`src/rtl/display_arbiter.sv`:
```
// display_arbiter: round-robin owner arbitration of a 4-digit seven-segment display with hold time, blanking and blink
module display_arbiter #(
    parameter int HOLD_MS  = 1000,
    parameter int BLINK_MS = 250,
    parameter int CW       = 10
) (
    input  logic        clk_i,
    input  logic        rst_n_i,
    input  logic        tick_1ms_i,
    input  logic [2:0]  req_i,
    input  logic [15:0] data0_i,
    input  logic [15:0] data1_i,
    input  logic [15:0] data2_i,
    input  logic [3:0]  enm0_i,
    input  logic [3:0]  enm1_i,
    input  logic [3:0]  enm2_i,
    input  logic [2:0]  blink_i,
    output logic [2:0]  gnt_o,
    output logic        busy_o,
    output logic [3:0]  en_o,
    output logic [3:0]  d3_o,
    output logic [3:0]  d2_o,
    output logic [3:0]  d1_o,
    output logic [3:0]  d0_o
);
    typedef enum logic [1:0] {IDLE = 2'd0, GRANT = 2'd1, SWITCH = 2'd2} state_t;

    localparam logic [CW-1:0] HOLD_LAST  = CW'(HOLD_MS - 1);
    localparam logic [CW-1:0] BLINK_LAST = CW'(BLINK_MS - 1);

    state_t        state_q, state_d;
    logic [1:0]    owner_q, owner_d, rr_ptr_q, rr_ptr_d, sw_ptr;
    logic [CW-1:0] hold_cnt_q, hold_cnt_d, blink_cnt_q, blink_cnt_d;
    logic          hold_done_q, hold_done_d, phase_q, phase_d;
    logic [2:0]    gnt_q, gnt_d;
    logic          busy_q, busy_d;
    logic [3:0]    en_q, en_d, enm_sel;
    logic [15:0]   d_q, d_d, data_sel;

    function automatic logic [1:0] inc3(input logic [1:0] p);
        return (p == 2'd2) ? 2'd0 : p + 2'd1;
    endfunction

    // First requester at or after p, wrapping modulo 3
    function automatic logic [1:0] pick(input logic [1:0] p, input logic [2:0] r);
        logic [1:0] p1, p2;
        p1 = inc3(p);
        p2 = inc3(p1);
        return r[p] ? p : (r[p1] ? p1 : p2);
    endfunction

    // Ownership FSM with hold and blink timers that run only while granted
    always_comb begin
        state_d     = state_q;
        owner_d     = owner_q;
        rr_ptr_d    = rr_ptr_q;
        hold_cnt_d  = hold_cnt_q;
        hold_done_d = hold_done_q;
        blink_cnt_d = blink_cnt_q;
        phase_d     = phase_q;
        sw_ptr      = inc3(owner_q);
        case (state_q)
            IDLE: begin
                if (|req_i) begin
                    state_d = GRANT;
                    owner_d = pick(rr_ptr_q, req_i);
                end
            end
            GRANT: begin
                if (!req_i[owner_q] || (hold_done_q && |(req_i & ~(3'b001 << owner_q))))
                    state_d = SWITCH;
                if (tick_1ms_i) begin
                    if (!hold_done_q) begin
                        hold_done_d = (hold_cnt_q == HOLD_LAST);
                        hold_cnt_d  = (hold_cnt_q == HOLD_LAST) ? hold_cnt_q : hold_cnt_q + CW'(1);
                    end
                    blink_cnt_d = (blink_cnt_q == BLINK_LAST) ? '0 : blink_cnt_q + CW'(1);
                    phase_d     = (blink_cnt_q == BLINK_LAST) ? !phase_q : phase_q;
                end
            end
            SWITCH: begin
                rr_ptr_d = sw_ptr;
                state_d  = (|req_i) ? GRANT : IDLE;
                owner_d  = (|req_i) ? pick(sw_ptr, req_i) : owner_q;
            end
            default: state_d = IDLE;
        endcase
        if (state_d == GRANT && state_q != GRANT) begin
            hold_cnt_d  = '0;
            hold_done_d = 1'b0;
            blink_cnt_d = '0;
            phase_d     = 1'b1;
        end
    end

    // Grant follows state one cycle later; EN/D follow the registered grant one cycle after that
    always_comb begin
        gnt_d    = (state_q == GRANT) ? (3'b001 << owner_q) : 3'b000;
        busy_d   = (state_q == GRANT);
        data_sel = (owner_q == 2'd2) ? data2_i : ((owner_q == 2'd1) ? data1_i : data0_i);
        enm_sel  = (owner_q == 2'd2) ? enm2_i : ((owner_q == 2'd1) ? enm1_i : enm0_i);
        en_d     = (|gnt_q && !(blink_i[owner_q] && !phase_q)) ? enm_sel : 4'h0;
        d_d      = (|gnt_q) ? data_sel : d_q;
    end

    // State and output registers
    always_ff @(posedge clk_i or negedge rst_n_i) begin
        if (!rst_n_i) begin
            state_q     <= IDLE;
            owner_q     <= 2'd0;
            rr_ptr_q    <= 2'd0;
            hold_cnt_q  <= '0;
            hold_done_q <= 1'b0;
            blink_cnt_q <= '0;
            phase_q     <= 1'b1;
            gnt_q       <= 3'b000;
            busy_q      <= 1'b0;
            en_q        <= 4'h0;
            d_q         <= 16'h0;
        end else begin
            state_q     <= state_d;
            owner_q     <= owner_d;
            rr_ptr_q    <= rr_ptr_d;
            hold_cnt_q  <= hold_cnt_d;
            hold_done_q <= hold_done_d;
            blink_cnt_q <= blink_cnt_d;
            phase_q     <= phase_d;
            gnt_q       <= gnt_d;
            busy_q      <= busy_d;
            en_q        <= en_d;
            d_q         <= d_d;
        end
    end

    assign gnt_o  = gnt_q;
    assign busy_o = busy_q;
    assign en_o   = en_q;
    assign d3_o   = d_q[15:12];
    assign d2_o   = d_q[11:8];
    assign d1_o   = d_q[7:4];
    assign d0_o   = d_q[3:0];
endmodule

```
`config.mk`:
```
export PLATFORM = sky130hd
export DESIGN_NAME = display_arbiter
export DESIGN_NICKNAME = d
export VERILOG_FILES = /design/src/rtl/display_arbiter.sv
export SDC_FILE = /design/constraint.sdc
export NUM_CORES = 1
export LEC_CHECK = 0
export BUFFER_PORTS_ARGS = -buffer_cell sky130_fd_sc_hd__buf_2
export CAP_MARGIN = 30
export CORE_MARGIN = 2
export CORE_UTILIZATION = 45
export CTS_CLUSTER_DIAMETER = 100
export DETAILED_ROUTE_END_ITERATION = 10
export PLACE_DENSITY = 0.71
export SYNTH_ARGS = -nofsm -noshare
export SYNTH_HDL_FRONTEND = slang
export SYNTH_SLANG_ARGS = --single-unit
```
`constraint.sdc`:
```
create_clock -name clk_i -period 1.6 [get_ports clk_i]
set_input_delay 0.16 -clock clk_i [delete_from_list [all_inputs] [get_ports clk_i]]
set_output_delay 0.16 -clock clk_i [all_outputs]
set_load 0.005 [all_outputs]
```
==> results of run 1 <==
flip-flops by register name, summed over array words and instances (netlist names):
register and cells:
state_q 2, gnt_o 3, d_q 16, busy_o 1, blink_cnt_q 10, hold_done_q 1
rr_ptr_q 2, phase_q 1, hold_cnt_q 10, owner_q 2, en_o 4
per-layer routing:
layer | global-route usage (%) | share of wire, % | up-vias
met5 | 0 | 0 | -
met4 | 5.256 | 1.2 | 0
met3 | 5.905 | 6.5 | 7
met2 | 34.34 | 49 | 73
met1 | 23.19 | 43 | 1308
li1 | - | - | 1373
Yosys cell counts, types with 7 or more instances:
master    number
dfrtp_1       51
mux2_2        18
nor2_1        18
buf_2          7
nand2_1       45
nand3_1       13
o21ai_1       19
nor2b_1        7
a211oi_1       8
mux2i_1       22
nand4_1        9
o21ai_0       25
area by class of cell:
| cell class | count | share of cell area, % |
|---|---|---|
| well taps | 80 | 2.642 |
| inverters | 4 | 0.3963 |
| flip-flops and latches | 52 | 34.41 |
| multi-input cells | 251 | 43.73 |
| repair buffers | 110 | 16.45 |
| clock buffers | 8 | 2.378 |
where the power goes:
group / total (mW) / switching, mW / internal [mW]
Combinational: 2.81 / 1.52 / 1.29
Sequential: 2.01 / 0.284 / 1.73
Clock: 0.785 / 0.431 / 0.354
metrics by stage:
step	hold WS (ns)	power, mW	setup slack, ns	setup TNS [ns]
2_1_floorplan	-0.1356	3.940	0.2849	0
3_3_place_gp	0.07724	4.770	0.1260	0
3_5_place_dp	0.07590	4.863	0.06794	0
4_1_cts	0.1790	5.643	0.06636	0
5_1_grt	0.2045	6.087	-0.03231	-0.03231
6_report	0.1791	5.609	0.1328	0
kinds of logic (layout without fill, tap and decap cells):
| logic type | Yosys count | count (layout) | share of synthesized area (%) |
|---|---|---|---|
| buf+inv | 25 | 122 | 4.081 |
| compound gates | 75 | 75 | 14.57 |
| simple gates | 126 | 126 | 21.84 |
| mux | 40 | 40 | 13.80 |
| xor+xnor | 7 | 7 | 2.000 |
| flops | 52 | 52 | 42.49 |
| fa+ha+maj | 3 | 3 | 1.225 |
what timing repair did:
action	CTS	global route
hold buffers	1	0
endpoints found under the hold margin	10	0
setup endpoints to repair	0	12
resized for setup	0	5
path summary, 6_finish.rpt:
check,from,end,depth (start not counted)
worst min register to register,d_q[4]$_DFFE_PN0P_,d_q[4]$_DFFE_PN0P_,2
worst min-delay path,enm1_i[1],en_o[1]$_DFF_PN0_,3
max in group asynchronous,rst_n_i,phase_q$_DFFE_PN1P_,3
worst max-delay path,hold_done_q$_DFFE_PN0P_,hold_cnt_q[7]$_DFFE_PN0P_,4
worst max register to register,hold_done_q$_DFFE_PN0P_,hold_cnt_q[7]$_DFFE_PN0P_,4
min in group asynchronous,rst_n_i,hold_cnt_q[1]$_DFFE_PN0P_,2
cell usage in the layout, fill, tap and decap left out, types with 3 or more instances in the layout:
master / count
buf_2: 92
dfrtp_1: 50
nand2_1: 45
o21ai_0: 25
mux2i_1: 22
o21ai_1: 19
mux2_2: 18
nor2_1: 17
buf_4: 15
nand3_1: 13
nand4_1: 9
a211oi_1: 8
nor2b_1: 7
clkbuf_8: 6
a31oi_1: 5
inv_1: 4
and3_1: 4
nor3_1: 4
xor2_1: 4
nand2b_1: 3
nor2_2: 3
xnor2_1: 3
a21oi_1: 3
or3_1: 3
o211ai_1: 3
ha_1: 3
worst min-delay path, delay by kind of cell:
| family | cells | cell delay (ns) |
|---|---|---|
| muxes | 1 | 0.11 |
| buffers and inverters | 1 | 0.09 |
| AOI/OAI and AO/OA | 1 | 0.08 |
==> summary.txt, run 1 <==
starting density of the core -> 45.88%
grt total ovfl -> 0
Async SR Flop Fraction -> 100.0%
area delta synth->final -> 23.59%
peak per-stage delay on the critical path -> 0.44 ns
type of the worst setup path -> reg2reg
CP Capture Type -> flop
Synth cell types -> 51
fin crit share -> 91.70%
number of DRC markers in iteration 0 -> 100
final net count -> 496
Layout Utilization -> 56.70%
dpl cells -> 496
warnings from Yosys -> 0
CTS tree -> yes
area leader, netlist -> dfrtp_1
initial antenna violation count -> 0
fmax -> 681.6 MHz
die width -> 86.54 µm
Fillers -> 626
fin area -> 0.003789 mm²
Setup-failing EPs final -> 0
drt drc -> 0
share of cells above drive strength 1 -> 34.35%
gp weighted congestion -> 0.8352
Worst Path Max Fanout -> 6
crit path time final -> 1.467 ns
DR pass1 iterations -> 4
Reg area -> 0.001304 mm²
Die ar. -> 0.007488 mm²
outcome -> complete, no violations
GRT Total Usage -> 19.53%
Rows -> 30
area share of the largest cell type after synthesis -> 41.63%
startpoint types -> flop
Post-Route Skew -> 0.005051 ns
cell count after synthesis -> 328
Max transition margin -> 59.71%
Synthesized Nets -> 400
Worst EP required -> 1.78 ns
synthesized area -> 0.003065 mm²
Max-Cap Viols -> 0
vias in the first global route -> 2,625
number of synthesized register bits -> 52
via count -> 2,761
Top FF cell, synth -> dfrtp_1
DRT Wirelength -> 7012 µm
postcts setup bufs -> 0
Pwr per Cell Area -> 1480 mW/mm²
number of buffers and inverters on the critical path -> 0
Multi-input gate area -> 0.001657 mm²
die height -> 86.54 µm
sequential fraction of the synthesis area -> 42.49%
Clock Pin Slew Worst Setup and Hold Paths -> 0.09 ns
worst vdd ir -> 0.0008085 V
PortBufs -> 92
global-route wire length before repair -> 11,640 µm
Post-synth EDFFs -> 0
WL/cell -> 13.89 µm
leakage power -> 1.760 nW
crit-path cells -> nand4bb_4, nor4_1, xnor2_1, nor2_2
H-tree Lvls -> 2
Final Hold Viols -> 0
CTS Buf Count -> 5
largest net degree at the start of global routing -> 33
Detailed Place HPWL -> 5517 µm
R2R setup slack -> 0.13 ns
Skew-Pair Late Insertion Delay -> 0.31 ns
post-route ant nets -> 0
placed cell area -> 0.003675 mm²
core area -> 0.006681 mm²
Root Buffer Master -> clkbuf_8
Worst Tran Pin Value -> 0.6037 ns
post-DR vias/cell -> 5.467
Tightest Hold Check Type -> in2reg
clk sink count -> 52
CTS Buffer Depth -> 2
Mapped Avg Cell Area -> 9.346 µm²
IO Count -> 93
CP delay by family, top -> simple AND/OR/NAND/NOR gates
Synth area leaders -> dfrtp_1, mux2i_1, mux2_2
non-filler cells, final -> 505
fin. max-slew vios -> 0
Arrival @ worst endpoint -> 1.64 ns
count of inserted antenna diode cells -> 0
RSZ-0062 raised after global routing -> yes
slowest stage cell, crit path -> dfrtp_1
(Power assumes the default switching activity.)
==> inputs of run 2 (changes only) <==
Settings changed: BUFFER_PORTS_ARGS -buffer_cell sky130_fd_sc_hd__buf_2 to -buffer_cell sky130_fd_sc_hd__buf_4.
==> run 2 against run 1 <==
Compared with the run above: via count is 2.7% lower; sequential share of layout area down 1.5 points; final cell count shrank 0.99%; combinational power increased by 4%; register-to-register slack lost 0.02 ns; wire length up 1.1%; sequential cell count is the same; clock-buffer cell count fell by 1; fmax is 1.5% lower; critical path depth rose by 1; critical path type unchanged.
==> summary.txt, run 2 (synthesis results as in run 1) <==
startpoint types -> flop (unchanged)
DRT Wirelength -> 7091 µm (was 7012 µm)
postcts setup bufs -> 0 (unchanged)
global-route wire length before repair -> 12,030 µm (was 11,640 µm)
CTS Buffer Depth -> 2 (unchanged)
GRT Total Usage -> 19.95% (was 19.53%)
Pwr per Cell Area -> 1438 mW/mm² (was 1480 mW/mm²)
die height -> 86.54 µm (unchanged)
share of cells above drive strength 1 -> 33.10% (was 34.35%)
dpl cells -> 491 (was 496)
leakage power -> 1.803 nW (was 1.760 nW)
top flop regs -> d_q: 16 flops, blink_cnt_q: 10 flops, hold_cnt_q: 10 flops (unchanged)
Fillers -> 579 (was 626)
number of DRC markers in iteration 0 -> 39 (was 100)
Final Hold Viols -> 0 (unchanged)
Arrival @ worst endpoint -> 1.67 ns (was 1.64 ns)
Switching Share -> 39.24% (was 39.82%)
PortBufs -> 92 (unchanged)
Die ar. -> 0.007488 mm² (unchanged)
WL/cell -> 14.18 µm (was 13.89 µm)
fin area -> 0.003958 mm² (was 0.003789 mm²)
Skew-Pair Late Insertion Delay -> 0.31 ns (about the same)
Max-Cap Viols -> 0 (unchanged)
count of inserted antenna diode cells -> 0 (unchanged)
fin crit share -> 93.14% (was 91.70%)
area delta synth->final -> 29.10% (was 23.59%)
Root Buffer Master -> clkbuf_8 (unchanged)
Clock Power Share -> 12.8% (was 14.0%)
P_sw -> 2.233 mW (was 2.234 mW)
starting density of the core -> 45.88% (unchanged)
DR pass1 iterations -> 4 (unchanged)
initial antenna violation count -> 0 (unchanged)
Tightest Hold Check Type -> in2reg (unchanged)
via count -> 2,686 (was 2,761)
clk sink count -> 52 (unchanged)
Worst Path Max Fanout -> 6 (unchanged)
Detailed Place HPWL -> 5490 µm (was 5517 µm)
CTS Buf Count -> 5 (unchanged)
type of the worst setup path -> reg2reg (unchanged)
drt drc -> 0 (unchanged)
Clock Pin Slew Worst Setup and Hold Paths -> 0.08 ns (was 0.09 ns)
fin. max-slew vios -> 0 (unchanged)
max FFs per register -> 16 (unchanged)
worst vdd ir -> 0.0007873 V (was 0.0008085 V)
outcome -> complete, no violations (unchanged)
vias in the first global route -> 2,669 (was 2,625)
die width -> 86.54 µm (unchanged)
crit path time final -> 1.490 ns (was 1.467 ns)
post-DR vias/cell -> 5.372 (was 5.467)
IO Count -> 93 (unchanged)
CP Capture Type -> flop (unchanged)
Rows -> 30 (unchanged)
Worst EP required -> 1.78 ns (about the same)
fmax -> 671.1 MHz (was 681.6 MHz)
Reg power frac -> 36.1% (was 35.9%)
Worst Tran Pin Value -> 0.5202 ns (was 0.6037 ns)
final net count -> 491 (was 496)
Largest Register -> d_q (unchanged)
most common cell after layout, fill and taps aside -> buf_4 (was buf_2)
grt total ovfl -> 0 (unchanged)
non-filler cells, final -> 500 (was 505)
Int Power -> 3.458 mW (was 3.375 mW)
Setup-failing EPs final -> 0 (unchanged)
placed cell area -> 0.003855 mm² (was 0.003675 mm²)
post-route ant nets -> 0 (unchanged)
combinational fraction of design power -> 51.1% (was 50.1%)
Post-Route Skew -> 0.01246 ns (was 0.005051 ns)
Max transition margin -> 65.32% (was 59.71%)
largest net degree at the start of global routing -> 33 (unchanged)
core area -> 0.006681 mm² (unchanged)
gp weighted congestion -> 0.7970 (was 0.8352)
H-tree Lvls -> 2 (unchanged)
most frequent cells in the layout -> buf_4, dfrtp_1, nand2_1 (was buf_2, dfrtp_1, nand2_1)
CTS tree -> yes (unchanged)
==> run 2: worst max-delay path, cell delays in order (launching register included) <==
cell and delay [ns]:
dfrtp_1 0.42, ha_1 0.28, nand4b_1 0.18, nor3_4 0.26, nor2_1 0.11, mux2i_1 0.13
==> run 2: power by group through the flow <==
stage	Sequential (mW)	Combinational [mW]	Clock [mW]
4_1_cts	2.06	2.92	0.763
3_3_place_gp	2.07	2.87	0
5_1_grt	2.12	3.24	0.802
6_report	2.06	2.91	0.730
3_5_place_dp	2.08	2.93	0
2_1_floorplan	2.00	1.94	0
==> run 2: area by class of cell <==
cell class                 count  area [µm²]  share of cell area, %
sequential                    52        1304                  32.94
timing repair buffer         105       803.3                  20.30
inverter                       4       15.01                 0.3794
clock buffer                   7       76.32                  1.929
clock inverter                 1       5.005                 0.1265
tap                           80       100.1                  2.529
multi-input combinational    251        1654                  41.80
==> run 2: final timing paths <==
| check | start | end | slack, ns | cells past startpoint |
|---|---|---|---|---|
| worst max-delay path | hold_cnt_q[0]$_DFFE_PN0P_ | hold_cnt_q[0]$_DFFE_PN0P_ | 0.11 | 5 |
| worst min-delay path | req_i[2] | state_q[0]$_DFF_PN0_ | 0.17 | 3 |
| worst max register to register | hold_cnt_q[0]$_DFFE_PN0P_ | hold_cnt_q[0]$_DFFE_PN0P_ | 0.11 | 5 |
| worst min register to register | d_q[8]$_DFFE_PN0P_ | d_q[8]$_DFFE_PN0P_ | 0.49 | 2 |
| max in group asynchronous | rst_n_i | phase_q$_DFFE_PN1P_ | 0.75 | 3 |
| min in group asynchronous | rst_n_i | owner_q[1]$_DFFE_PN0P_ | 0.33 | 2 |
==> run 2: stage by stage <==
stage	hold WS (ns)	total power, mW	util (%)	setup WS (ns)	TNS (ns)
floorplan	-0.1356	3.940	-	0.2849	0
detailed placement	0.1231	5.009	57.70	0.1062	0
global route	0.1899	6.162	59.23	-0.01251	-0.01326
finish	0.1741	5.691	59.23	0.1098	0
CTS	0.1605	5.747	59.06	0.09062	0
global placement	0.1223	4.940	57.70	0.1312	0
==> run 2: timing repair <==
item / in CTS / in global routing
endpoints found under the setup margin: 0 / 9
hold buffers: 1 / 0
hold endpoints to repair: 29 / 0
gates resized for setup: 0 / 3
==> run 2: layer usage <==
layer	track usage, %	share of wire (%)
met1	24.09	43
met2	33.71	48
met3	7.619	7.7
met4	4.688	0.94
met5	0	0
==> inputs of run 3 (changes only) <==
Clock period 1.6 ns to 1.8 ns, I/O delays scaled along.
==> run 3 against run 2 <==
Compared with the run above: final cell count down 1.0%; register-to-register slack improved by 0.19 ns; first-iteration DRC count rose to 3.2 times the previous value; clock skew fell by 0.0019 ns; hold slack improved by 0.0041 ns; global-route usage about the same; fmax fell by 0.62%; wire length grew 0.34%; design area shrank 0.82%.
==> summary.txt, run 3 (synthesis results as in run 1) <==
CTS Buf Count -> 5 (unchanged)
grt total ovfl -> 0 (unchanged)
Switching Share -> 39.45% (was 39.24%)
Setup-failing EPs final -> 0 (unchanged)
post-route ant nets -> 0 (unchanged)
die width -> 86.54 µm (unchanged)
TNS Setup -> 0 ns (unchanged)
number of DRC markers in iteration 0 -> 124 (was 39)
crit-path cells -> and3b_1, nand2_1, or3_1, o211ai_1 (was ha_1, nand4b_1, nor3_4, nor2_1, mux2i_1)
Clock Power Share -> 12.9% (was 12.8%)
crit path time final -> 1.499 ns (was 1.490 ns)
GRT Total Usage -> 19.96% (was 19.95%)
core area -> 0.006681 mm² (unchanged)
CTS Buffer Depth -> 2 (unchanged)
CP Capture Type -> flop (unchanged)
Worst Tran Pin Value -> 0.6620 ns (was 0.5202 ns)
leakage power -> 1.782 nW (was 1.803 nW)
Root Buffer Master -> clkbuf_8 (unchanged)
area delta synth->final -> 28.04% (was 29.10%)
Largest Register -> d_q (unchanged)
P_sw -> 2.014 mW (was 2.233 mW)
most frequent cells in the layout -> buf_4, dfrtp_1, nand2_1 (unchanged)
worst vdd ir -> 0.0006206 V (was 0.0007873 V)
CTS tree -> yes (unchanged)
Multi-input gate area -> 0.001643 mm² (was 0.001654 mm²)
clk sink count -> 52 (unchanged)
dpl cells -> 486 (was 491)
postcts setup bufs -> 0 (unchanged)
peak per-stage delay on the critical path -> 0.50 ns (was 0.42 ns)
vias in the first global route -> 2,527 (was 2,669)
PortBufs -> 92 (unchanged)
Max transition margin -> 55.86% (was 65.32%)
Die ar. -> 0.007488 mm² (unchanged)
share of cells above drive strength 1 -> 32.05% (was 33.10%)
IO Count -> 93 (unchanged)
startpoint types -> flop (unchanged)
top flop regs -> d_q: 16 flops, blink_cnt_q: 10 flops, hold_cnt_q: 10 flops (unchanged)
most common cell after layout, fill and taps aside -> buf_4 (unchanged)
combinational fraction of design power -> 51.4% (was 51.1%)
final net count -> 486 (was 491)
Worst Path Max Fanout -> 9 (was 6)
starting density of the core -> 45.88% (unchanged)
post-DR vias/cell -> 5.325 (was 5.372)
gp weighted congestion -> 0.8212 (was 0.7970)
Fillers -> 580 (was 579)
fin. max-slew vios -> 0 (unchanged)
fin area -> 0.003925 mm² (was 0.003958 mm²)
max FFs per register -> 16 (unchanged)
outcome -> complete, no violations (unchanged)
initial antenna violation count -> 0 (unchanged)
RSZ-0062 raised after global routing -> no
non-filler cells, final -> 495 (was 500)
slowest stage cell, crit path -> dfrtp_1 (unchanged)
type of the worst setup path -> reg2reg (unchanged)
via count -> 2,636 (was 2,686)
Clock Pin Slew Worst Setup and Hold Paths -> 0.09 ns (was 0.08 ns)
fmax -> 666.9 MHz (was 671.1 MHz)
Int Power -> 3.091 mW (was 3.458 mW)
Post-Route Skew -> 0.01053 ns (was 0.01246 ns)
DRT Wirelength -> 7115 µm (was 7091 µm)
Reg area -> 0.001304 mm² (unchanged)
Arrival @ worst endpoint -> 1.73 ns (was 1.67 ns)
count of inserted antenna diode cells -> 0 (unchanged)
Worst R2R Start -> state_q[0]$_DFF_PN0_ (was hold_cnt_q[0]$_DFFE_PN0P_)
hold path start -> req_i[2] (unchanged)
H-tree Lvls -> 2 (unchanged)
die height -> 86.54 µm (unchanged)
Max-Cap Viols -> 0 (unchanged)
placed cell area -> 0.003830 mm² (was 0.003855 mm²)
Rows -> 30 (unchanged)
Tightest Hold Check Type -> in2reg (unchanged)
Skew-Pair Late Insertion Delay -> 0.31 ns (about the same)
Final Hold Viols -> 0 (unchanged)
global-route wire length before repair -> 11,870 µm (was 12,030 µm)
fin crit share -> 83.30% (was 93.14%)
largest net degree at the start of global routing -> 53 (was 33)
total power -> 5.104 mW (was 5.691 mW)
Reg power frac -> 35.7% (was 36.1%)
Detailed Place HPWL -> 5454 µm (was 5490 µm)
DR pass1 iterations -> 7 (was 4)
Critical path origin -> state_q[0]$_DFF_PN0_ (was hold_cnt_q[0]$_DFFE_PN0P_)
Worst EP required -> 2.03 ns (was 1.78 ns)
drt drc -> 0 (unchanged)
WL/cell -> 14.37 µm (was 14.18 µm)
Pwr per Cell Area -> 1300 mW/mm² (was 1438 mW/mm²)
==> run 3: changes by cell type in the layout (fill, tap and decap cells not counted), sizes merged <==
cell | before | now
clkinvlp | 0 | 1
buf | 104 | 99
clkbuf | 7 | 6
==> run 3: routing by layer <==
metal | vias up | GRT usage [%] | share of wire [%]
li1 | 1352 | - | -
met1 | 1195 | 25.24 | 43
met2 | 84 | 33.29 | 48
met3 | 5 | 6.762 | 7.8
met4 | 0 | 4.261 | 0.89
met5 | - | 0 | 0
==> run 3: metrics by stage <==
step | hold slack, ns | utilization (%) | setup WS, ns
after floorplan | -0.1156 | - | 0.4849
after global placement | 0.2512 | 57.32 | 0.3758
after detailed placement | 0.2625 | 57.32 | 0.3387
after CTS | 0.1761 | 58.75 | 0.3157
after global routing | 0.1798 | 58.75 | 0.1793
final | 0.1782 | 58.75 | 0.3005
==> run 3: critical path, delay by kind of cell (launching register included) <==
| kind | cells | cell delay (ns) |
|---|---|---|
| AND/OR/NAND/NOR | 3 | 0.84 |
| flip-flops | 1 | 0.50 |
| AO/OA/AOI/OAI | 1 | 0.08 |
==> run 3: final cells by class <==
type	instances	share of cell area (%)
inverters	4	0.3825
well taps	80	2.550
clock inverters	2	0.3188
clock buffers	6	1.849
flip-flops and latches	52	33.22
multi-input cells	251	41.86
repair buffers	100	19.83
==> run 3: final timing paths <==
path / to / depth (start not counted) / slack (ns)
worst max-delay path: blink_cnt_q[6]$_DFFE_PN0P_ / 4 / 0.30
worst min-delay path: state_q[0]$_DFF_PN0_ / 3 / 0.18
worst max register to register: blink_cnt_q[6]$_DFFE_PN0P_ / 4 / 0.30
worst min register to register: d_q[5]$_DFFE_PN0P_ / 2 / 0.50
max in group asynchronous: owner_q[1]$_DFFE_PN0P_ / 2 / 0.88
min in group asynchronous: blink_cnt_q[6]$_DFFE_PN0P_ / 2 / 0.44
==> run 3: power by group through the flow <==
stage               Sequential (mW)  Combinational [mW]  Clock (mW)
floorplan                      1.78                1.72           0
global placement               1.83                2.59           0
detailed placement             1.84                2.68           0
CTS                            1.83                2.67       0.676
global route                   1.88                2.94       0.734
finish                         1.82                2.62       0.658
==> run 3: repair_timing <==
action                                 in CTS  in global routing
resized for setup                           0                  0
hold buffers                                1                  0
endpoints found under the hold margin      51                  0
